[src/rtl/bilib_mem_pkg.sv]
// bilib_mem_pkg: width helpers shared by the memory-port blocks
package bilib_mem_pkg;

    function automatic int addrW(input int length);
        return (length > 1) ? $clog2(length) : 1;
    endfunction

    function automatic int cntW(input int depth);
        return $clog2(depth + 1);
    endfunction

endpackage

[src/rtl/sync_fifo.sv]
// sync_fifo: single-clock FIFO, registered count, same-cycle push/pop honoured even when full
//   clk, rst          clock, synchronous active-high reset
//   push, push_data   write side
//   pop, head         read side; head is the oldest entry, valid while count != 0
//   count, full       occupancy
module sync_fifo
    import bilib_mem_pkg::*;
#(
    parameter int WIDTH = 16,
    parameter int DEPTH = 4
) (
    input  logic                   clk,
    input  logic                   rst,
    input  logic                   push,
    input  logic [WIDTH-1:0]       push_data,
    input  logic                   pop,
    output logic [WIDTH-1:0]       head,
    output logic [cntW(DEPTH)-1:0] count,
    output logic                   full
);
    localparam int PW = addrW(DEPTH);
    localparam int CW = cntW(DEPTH);

    logic [WIDTH-1:0] mem [DEPTH];
    logic [PW-1:0]    wr_ptr;
    logic [PW-1:0]    rd_ptr;
    logic             do_push;
    logic             do_pop;

    function automatic logic [PW-1:0] nxt(input logic [PW-1:0] p);
        return (p == PW'(DEPTH - 1)) ? '0 : p + 1'b1;
    endfunction

    assign full    = count == CW'(DEPTH);
    assign do_pop  = pop && (count != '0);
    // a pop in the same cycle frees the slot, so a push at full still lands
    assign do_push = push && (!full || do_pop);
    assign head    = mem[rd_ptr];

    always_ff @(posedge clk) begin
        if (do_push) mem[wr_ptr] <= push_data;
    end

    always_ff @(posedge clk) begin
        if (rst) begin
            wr_ptr <= '0;
            rd_ptr <= '0;
            count  <= '0;
        end else begin
            if (do_push) wr_ptr <= nxt(wr_ptr);
            if (do_pop) rd_ptr <= nxt(rd_ptr);
            count <= count + CW'(do_push) - CW'(do_pop);
        end
    end

endmodule

[src/rtl/mem_port_initiator.sv]
// mem_port_initiator: valid/ready client driver for a fixed-latency bit-masked memory port
//   clk_i, rst_i                          clock, synchronous active-high reset
//   reqValid_i/reqReady_o, reqAddr_i,
//   reqData_i, reqWr_i                    request channel (reqWr_i all zero = read)
//   rspValid_o/rspReady_i, rspData_o      in-order response channel
//   memAddr_o, memData_o, memEn_o,
//   memWr_o, memData_i                    memory port; memData_i valid DELAY cycles after memEn_o
//   outstanding_o                         in-flight plus queued responses
module mem_port_initiator
    import bilib_mem_pkg::*;
#(
    parameter int WIDTH     = 16,
    parameter int LENGTH    = 32,
    parameter int DELAY     = 1,
    parameter int RSP_DEPTH = 4,
    localparam int AW = addrW(LENGTH),
    localparam int CW = cntW(RSP_DEPTH)
) (
    input  logic             clk_i,
    input  logic             rst_i,
    input  logic             reqValid_i,
    output logic             reqReady_o,
    input  logic [AW-1:0]    reqAddr_i,
    input  logic [WIDTH-1:0] reqData_i,
    input  logic [WIDTH-1:0] reqWr_i,
    output logic             rspValid_o,
    input  logic             rspReady_i,
    output logic [WIDTH-1:0] rspData_o,
    output logic [AW-1:0]    memAddr_o,
    output logic [WIDTH-1:0] memData_o,
    output logic             memEn_o,
    output logic [WIDTH-1:0] memWr_o,
    input  logic [WIDTH-1:0] memData_i,
    output logic [CW-1:0]    outstanding_o
);
    if (DELAY < 1) begin : g_delay_chk
        $error("DELAY must be >= 1");
    end
    if (RSP_DEPTH < 1) begin : g_depth_chk
        $error("RSP_DEPTH must be >= 1");
    end

    logic [DELAY-1:0] v;
    logic             fire;
    logic             pop;
    logic             rsp_push;
    logic [CW-1:0]    fifo_count;

    // credit counts every response that will eventually occupy the FIFO,
    // so a push can never find it full
    assign reqReady_o = !rst_i && (outstanding_o < CW'(RSP_DEPTH));
    assign fire       = reqValid_i && reqReady_o;
    assign pop        = rspValid_o && rspReady_i;
    assign rsp_push   = v[0];
    assign rspValid_o = fifo_count != '0;
    assign memEn_o    = fire;
    assign memAddr_o  = reqAddr_i;
    assign memData_o  = reqData_i;
    assign memWr_o    = fire ? reqWr_i : '0;

    always_ff @(posedge clk_i) begin
        if (rst_i) begin
            v             <= '0;
            outstanding_o <= '0;
        end else begin
            // v[0] is set in the cycle memData_i carries the response for a fire DELAY cycles earlier
            v             <= (v >> 1) | (DELAY'(fire) << (DELAY - 1));
            outstanding_o <= outstanding_o + CW'(fire) - CW'(pop);
        end
    end

    sync_fifo #(
        .WIDTH(WIDTH),
        .DEPTH(RSP_DEPTH)
    ) u_fifo (
        .clk      (clk_i),
        .rst      (rst_i),
        .push     (rsp_push),
        .push_data(memData_i),
        .pop      (pop),
        .head     (rspData_o),
        .count    (fifo_count),
        .full     ()
    );

endmodule
[config.mk]
export PLATFORM = sky130hd
export DESIGN_NAME = mem_port_initiator
export DESIGN_NICKNAME = d
export VERILOG_FILES = /design/src/rtl/bilib_mem_pkg.sv /design/src/rtl/sync_fifo.sv /design/src/rtl/mem_port_initiator.sv
export SDC_FILE = /design/constraint.sdc
export NUM_CORES = 1
export LEC_CHECK = 0
export CORE_ASPECT_RATIO = 1.1
export CORE_UTILIZATION = 35
export DETAILED_ROUTE_END_ITERATION = 7
export GPL_TIMING_DRIVEN = 0
export PLACE_DENSITY = 0.71
export RECOVER_POWER = 25
export REMOVE_ABC_BUFFERS = 1
export SYNTH_ARGS = -nofsm -noshare
export SYNTH_HDL_FRONTEND = slang
export SYNTH_HIERARCHICAL = 1
export SYNTH_SLANG_ARGS = --single-unit
[constraint.sdc]
create_clock -name clk_i -period 3.1 [get_ports clk_i]
set_input_delay 0.62 -clock clk_i [delete_from_list [all_inputs] [get_ports clk_i]]
set_output_delay 0.62 -clock clk_i [all_outputs]
set_load 0.02 [all_outputs]
==> metrics <==
H-tree levels=3; # diodes=0; Vert. Die Dim=104 um; class of the tightest hold or removal check=reg2reg; Nets=approximately 320; power per cell area=around 660 nW/um^2; CP Buf/Inv Count=3; synthesized area=roughly 3300 um^2; Leak Pwr=between 0.001 and 0.0015 uW; fin area=4170 um^2; CTS hold repair buffers=0; clk sinks=between 70 and 80; clock slew at reported path FFs=~0.07 ns; Cell Area, Placed=just under 4000 um^2; I/O pins=between 100 and 150; Placer Congestion=0.702; chip width=roughly 94 um; CTS Buffer Depth=2; cell chain of the critical path=dlygate4sd2_1, nor3b_4, buf_4, and2_2, clkdlybuf4s50_1; worst slew pin tran=approximately 0.81 ns; Tmin final=~2.9 ns; Worst slew margin=a little under half; First DRT Iteration DRCs=94; Most Used Layer, Global Route=met2; GRT Util Overall=13.0%; Setup Skew=approximately 0.0075 ns; fin. max-slew vios=0; critical-path maximum fanout=15; Final HPWL DP=between 4 and 5 mm; grt ovf=0; syn_area_per_cell=17.5 um^2; die area=between 9000 and 10000 um^2; most frequent cells in the layout=edfxtp_1, clkdlybuf4s50_1, and2_2, mux4_2, dlygate4sd3_1; Initial Utilization=36.5%; Rows=36; GR Layer Usage met3=under 10%; cell family with most CP delay=buffers and inverters; met1 Track Usage GR=about 15%; wire length of the first global-routing pass=9.29 mm; met2 Use GR=a little over a fifth; CTS Buf Count=9; Crit path required time=2.48 ns; DRC=0; core area=~9000 um^2; total power=roughly 2800 uW; CTS tree=yes; final period utilization=between 90% and 100%; Max Cap Viol=0; Worst EP arrival=approximately 2.3 ns; final WL=around 6 mm; status=complete, no violations; nature of the critical path endpoint=output port; tightest hold margin=0.504 ns; Root Buffer=clkbuf_8; Critical Path Source Type=primary input; largest net degree at the start of global routing=17; Synth Warn #=6; endpoints failing hold=0; unrepaired setup endpoints after global routing=no; Synth Instances=188; Highest Clock Rate=0.349 GHz; Slowest cell on crit path=clkdlybuf4s50_1; worst stage delay on the critical path=approximately 0.6 ns; vias after detailed routing=1745; port bufs=between 70 and 80; initial antenna violation count=0; vias in the first global route=just under 2000; layout cells sized above 1=25.3%; most common cell after layout, fill and taps aside=edfxtp_1; setup violators final=0; r2r setup slk=between 0.2 and 0.25 ns; setup TNS=0 ns; Syn-to-layout area delta=26.7%; Max rail drop VDD=~0.39 mV; Via density=between 4 and 5; Detail Route Antenna Nets=0; drt wl/cell=16.2 um; latest clock arrival within the worst-skew pair=around 0.34 ns; Critical Setup Path Class=in2out; drt pass-1 iters=4
[power by group]
group / internal [uW] / switching [uW]
Combinational: 435 / 371
Sequential: 1220 / 89.2
Clock: 296 / 360
Total: 1950 / 820
[routing by layer]
layer	share of wire [%]	vias up
li1	-	803
met1	43	846
met2	47	91
met3	9.0	5
met4	0.99	0
met5	0	-
[flip-flops by register name, summed over array words and instances (netlist names), named ones only]
signal / count
u_fifo/wr_ptr: 2
u_fifo/count: 3
u_fifo/rd_ptr: 2
outstanding_o: 3
rsp_push: 1
u_fifo/mem: 64
[worst paths after layout]
check | depth (start not counted) | end | start
worst min register to register | 2 | flop | u_fifo/rd_ptr[0]
worst min-delay path | 2 | flop | u_fifo/rd_ptr[0]
worst max-delay path | 5 | memWr_o[6] | rst_i
worst max register to register | 11 | u_fifo/count[2] | u_fifo/count[1]
[worst register-to-register path, delay by kind of cell, from the launching register on]
family	cells	cell delay [ns]
simple gates	6	1.56
flops	1	0.37
xor+xnor	1	0.20
fa+ha+maj	2	0.36
compound gates	1	0.18
buf+inv	1	0.07
[timing repair]
action,in CTS,in global routing
setup endpoints to repair,33,0
setup buffers,3,0
resized for setup,2,0
[final cells by class]
cell class	count	area, um^2
fillers	803	4840
flip-flops and latches	77	2180
multi-input cells	77	886
repair buffers	76	752
well taps	114	143
clock buffers	10	128
clock inverters	6	48.8
inverters	7	26.3
[per-stage QoR]
stage	instances	util (%)	setup WS, ns
2_1_floorplan	161	-	0.355
3_3_place_gp	348	44.0	-0.294
3_5_place_dp	348	44.0	-0.329
4_1_cts	367	46.3	0.189
5_1_grt	367	46.3	0.0455
6_report	367	46.3	0.234
No activity file was read; power rests on OpenSTA's default activity.
==> variant, RTL diff (same settings) <==
Make the reset (`rst` and `rst_i`) asynchronous in 2 clocked blocks. Comments in the files are not updated.
--- a/src/rtl/sync_fifo.sv
+++ b/src/rtl/sync_fifo.sv
@@ -41,7 +41,7 @@
         if (do_push) mem[wr_ptr] <= push_data;
     end
 
-    always_ff @(posedge clk) begin
+    always_ff @(posedge clk or posedge rst) begin
         if (rst) begin
             wr_ptr <= '0;
             rd_ptr <= '0;
--- a/src/rtl/mem_port_initiator.sv
+++ b/src/rtl/mem_port_initiator.sv
@@ -58,7 +58,7 @@
     assign memData_o  = reqData_i;
     assign memWr_o    = fire ? reqWr_i : '0;
 
-    always_ff @(posedge clk_i) begin
+    always_ff @(posedge clk_i or posedge rst_i) begin
         if (rst_i) begin
             v             <= '0;
             outstanding_o <= '0;
Check against the original RTL: differs if rst_i is asserted again (counterexample within 4 cycles, from zero or initial values and one cycle with rst_i high); with rst_i held inactive, the same outputs for 10 cycles.
==> variant against the original RTL <==
Sequential cell count is 2 lower; final area is 1.5% higher; synthesized cell count is 5.3% lower; first-iteration DRC count is 18% lower; worst setup slack worse by 0.026 ns; combinational power is 49% higher; largest power group unchanged; area after synthesis is 2.4% higher; power is 21% higher; routed wire length is 4.7% higher.
==> variant: results (changes against the original RTL) <==
max_slew headroom -> 44.3% (-1.8 points)
Overall Power -> 3.35 mW (+21%)
Lkg Pwr -> 1.48 nW (+3.4%)
Crit-path slowest cell -> dfrtp_2
All-Layer GR Usage -> 13.5% (+0.54 points)
Crit Path Max Fanout -> 19 (+4)
syn avg cell area -> 18.9 um2 (+8.2%)
Final HPWL DP -> 4.23 mm (+4.7%)
met3 WL post-DR -> 606 um (+13%)
Clock Skew -> 0.00621 ns (-0.00126 ns)
clk slew on worst S/H paths -> 0.08 ns
WL/cell -> 17.4 um (+7.6%)
GPL Wtd Cong -> 0.659 (-6.1%)
Clock net power -> 676 uW (+3%)
initial antenna violation count -> 0 (unchanged)
Pint -> 2.25 mW (+15%)
first-pass GRT wire length -> 9.68 mm (+4.2%)
sequential power share -> 43.9% (-3.3 points)
Routed Wire Length -> 6.22 mm (+4.7%)
M1 wire length -> 2.65 mm (+3.7%)
filler cell count -> 831 (+3.5%)
worst hold path type -> in -> async
clock group share of total power -> 20.1% (-3.6 points)
share of cells above drive strength 1 -> 23.4% (-1.9 points)
Reg2Reg Depth -> 9 (-2)
status -> complete, no violations
critical path depth -> 2 (-3)
Post-synth top flop -> edfxtp_1
Post-synth top cells -> edfxtp_1 (64), buf_4 (21), mux4_2 (16)
post-CTS setup buffer count -> 0 (-3)
largest net degree at the start of global routing -> 21 (+4)
Port-buffer cells -> 73 (unchanged)
Reg with most FFs -> u_fifo/mem
drt first-iter violations -> 77 (-18%)
Critical Path AT -> 2.27 ns (+0.02 ns)
Nets -> 301 (-4.4%)
worst vdd ir -> 0.289 mV (-25%)
WL met2 -> 2.91 mm (+4.0%)
routed vias -> 1747 (+0.11%)
DP Area -> 0.00404 mm2 (+1.9%)
CP top delay family -> flip-flops
Post-synth EDFFs -> 64
dpl cells -> 340 (-2.3%)
vias in the first global route -> 1850 (-4.3%)
CP max stage delay -> 0.78 ns (+0.18 ns)
pre-CTS setup slack -> -0.00903 ns (+0.320 ns)
Pre-antenna DRT Iters -> 4 (unchanged)
-- variant: cell types whose count changed in the layout (fill, tap and decap cells not counted), sizes merged, moves of 4 or more --
cell / unedited run / this run
dfxtp: 13 / 0
and2: 19 / 4
inv: 8 / 14
dfrtp: 0 / 11
and4bb: 0 / 16
and3: 4 / 0
-- variant: routing by layer --
layer  up-vias  global-route usage [%]
li1        780                       -
met1       872                    16.7
met2        89                    20.6
met3         6                    6.62
met4         0                    4.16
met5         -                       0
-- variant: cell families after synthesis --
family	Yosys count	share of synthesized area [%]
fa+ha+maj	10	4.16
simple gates	27	8.28
compound gates	5	1.93
buf+inv	39	7.28
xor+xnor	3	1.19
flops	75	65.2
mux	19	11.9
-- variant: area by class of cell --
cell class	count	area, um2	share of cell area, %
timing repair buffer	73	727	17.2
clock buffer	9	124	2.93
multi-input combinational	64	931	22.0
tap	117	146	3.46
sequential	75	2200	52.0
clock inverter	7	60.1	1.42
inverter	11	41.3	0.976
antenna	1	2.50	0.0592
-- variant: final timing paths --
path / endpoint / startpoint / slack [ns]
worst max register to register: u_fifo/count[2]$_DFF_PP0_ / u_fifo/count[1]$_DFF_PP0_ / 0.77
worst min register to register: u_fifo/wr_ptr[1]$_DFFE_PP0P_ / u_fifo/wr_ptr[1]$_DFFE_PP0P_ / 0.59
worst max-delay path: rspData_o[5] / u_fifo/rd_ptr[0]$_DFFE_PP0N_ / 0.21
worst min-delay path: outstanding_o[0]$_DFF_PP0_ / rst_i / 0.46
min in group clk_i: u_fifo/wr_ptr[1]$_DFFE_PP0P_ / u_fifo/wr_ptr[1]$_DFFE_PP0P_ / 0.59
max in group asynchronous: u_fifo/rd_ptr[0]$_DFFE_PP0N_ / rst_i / 2.31
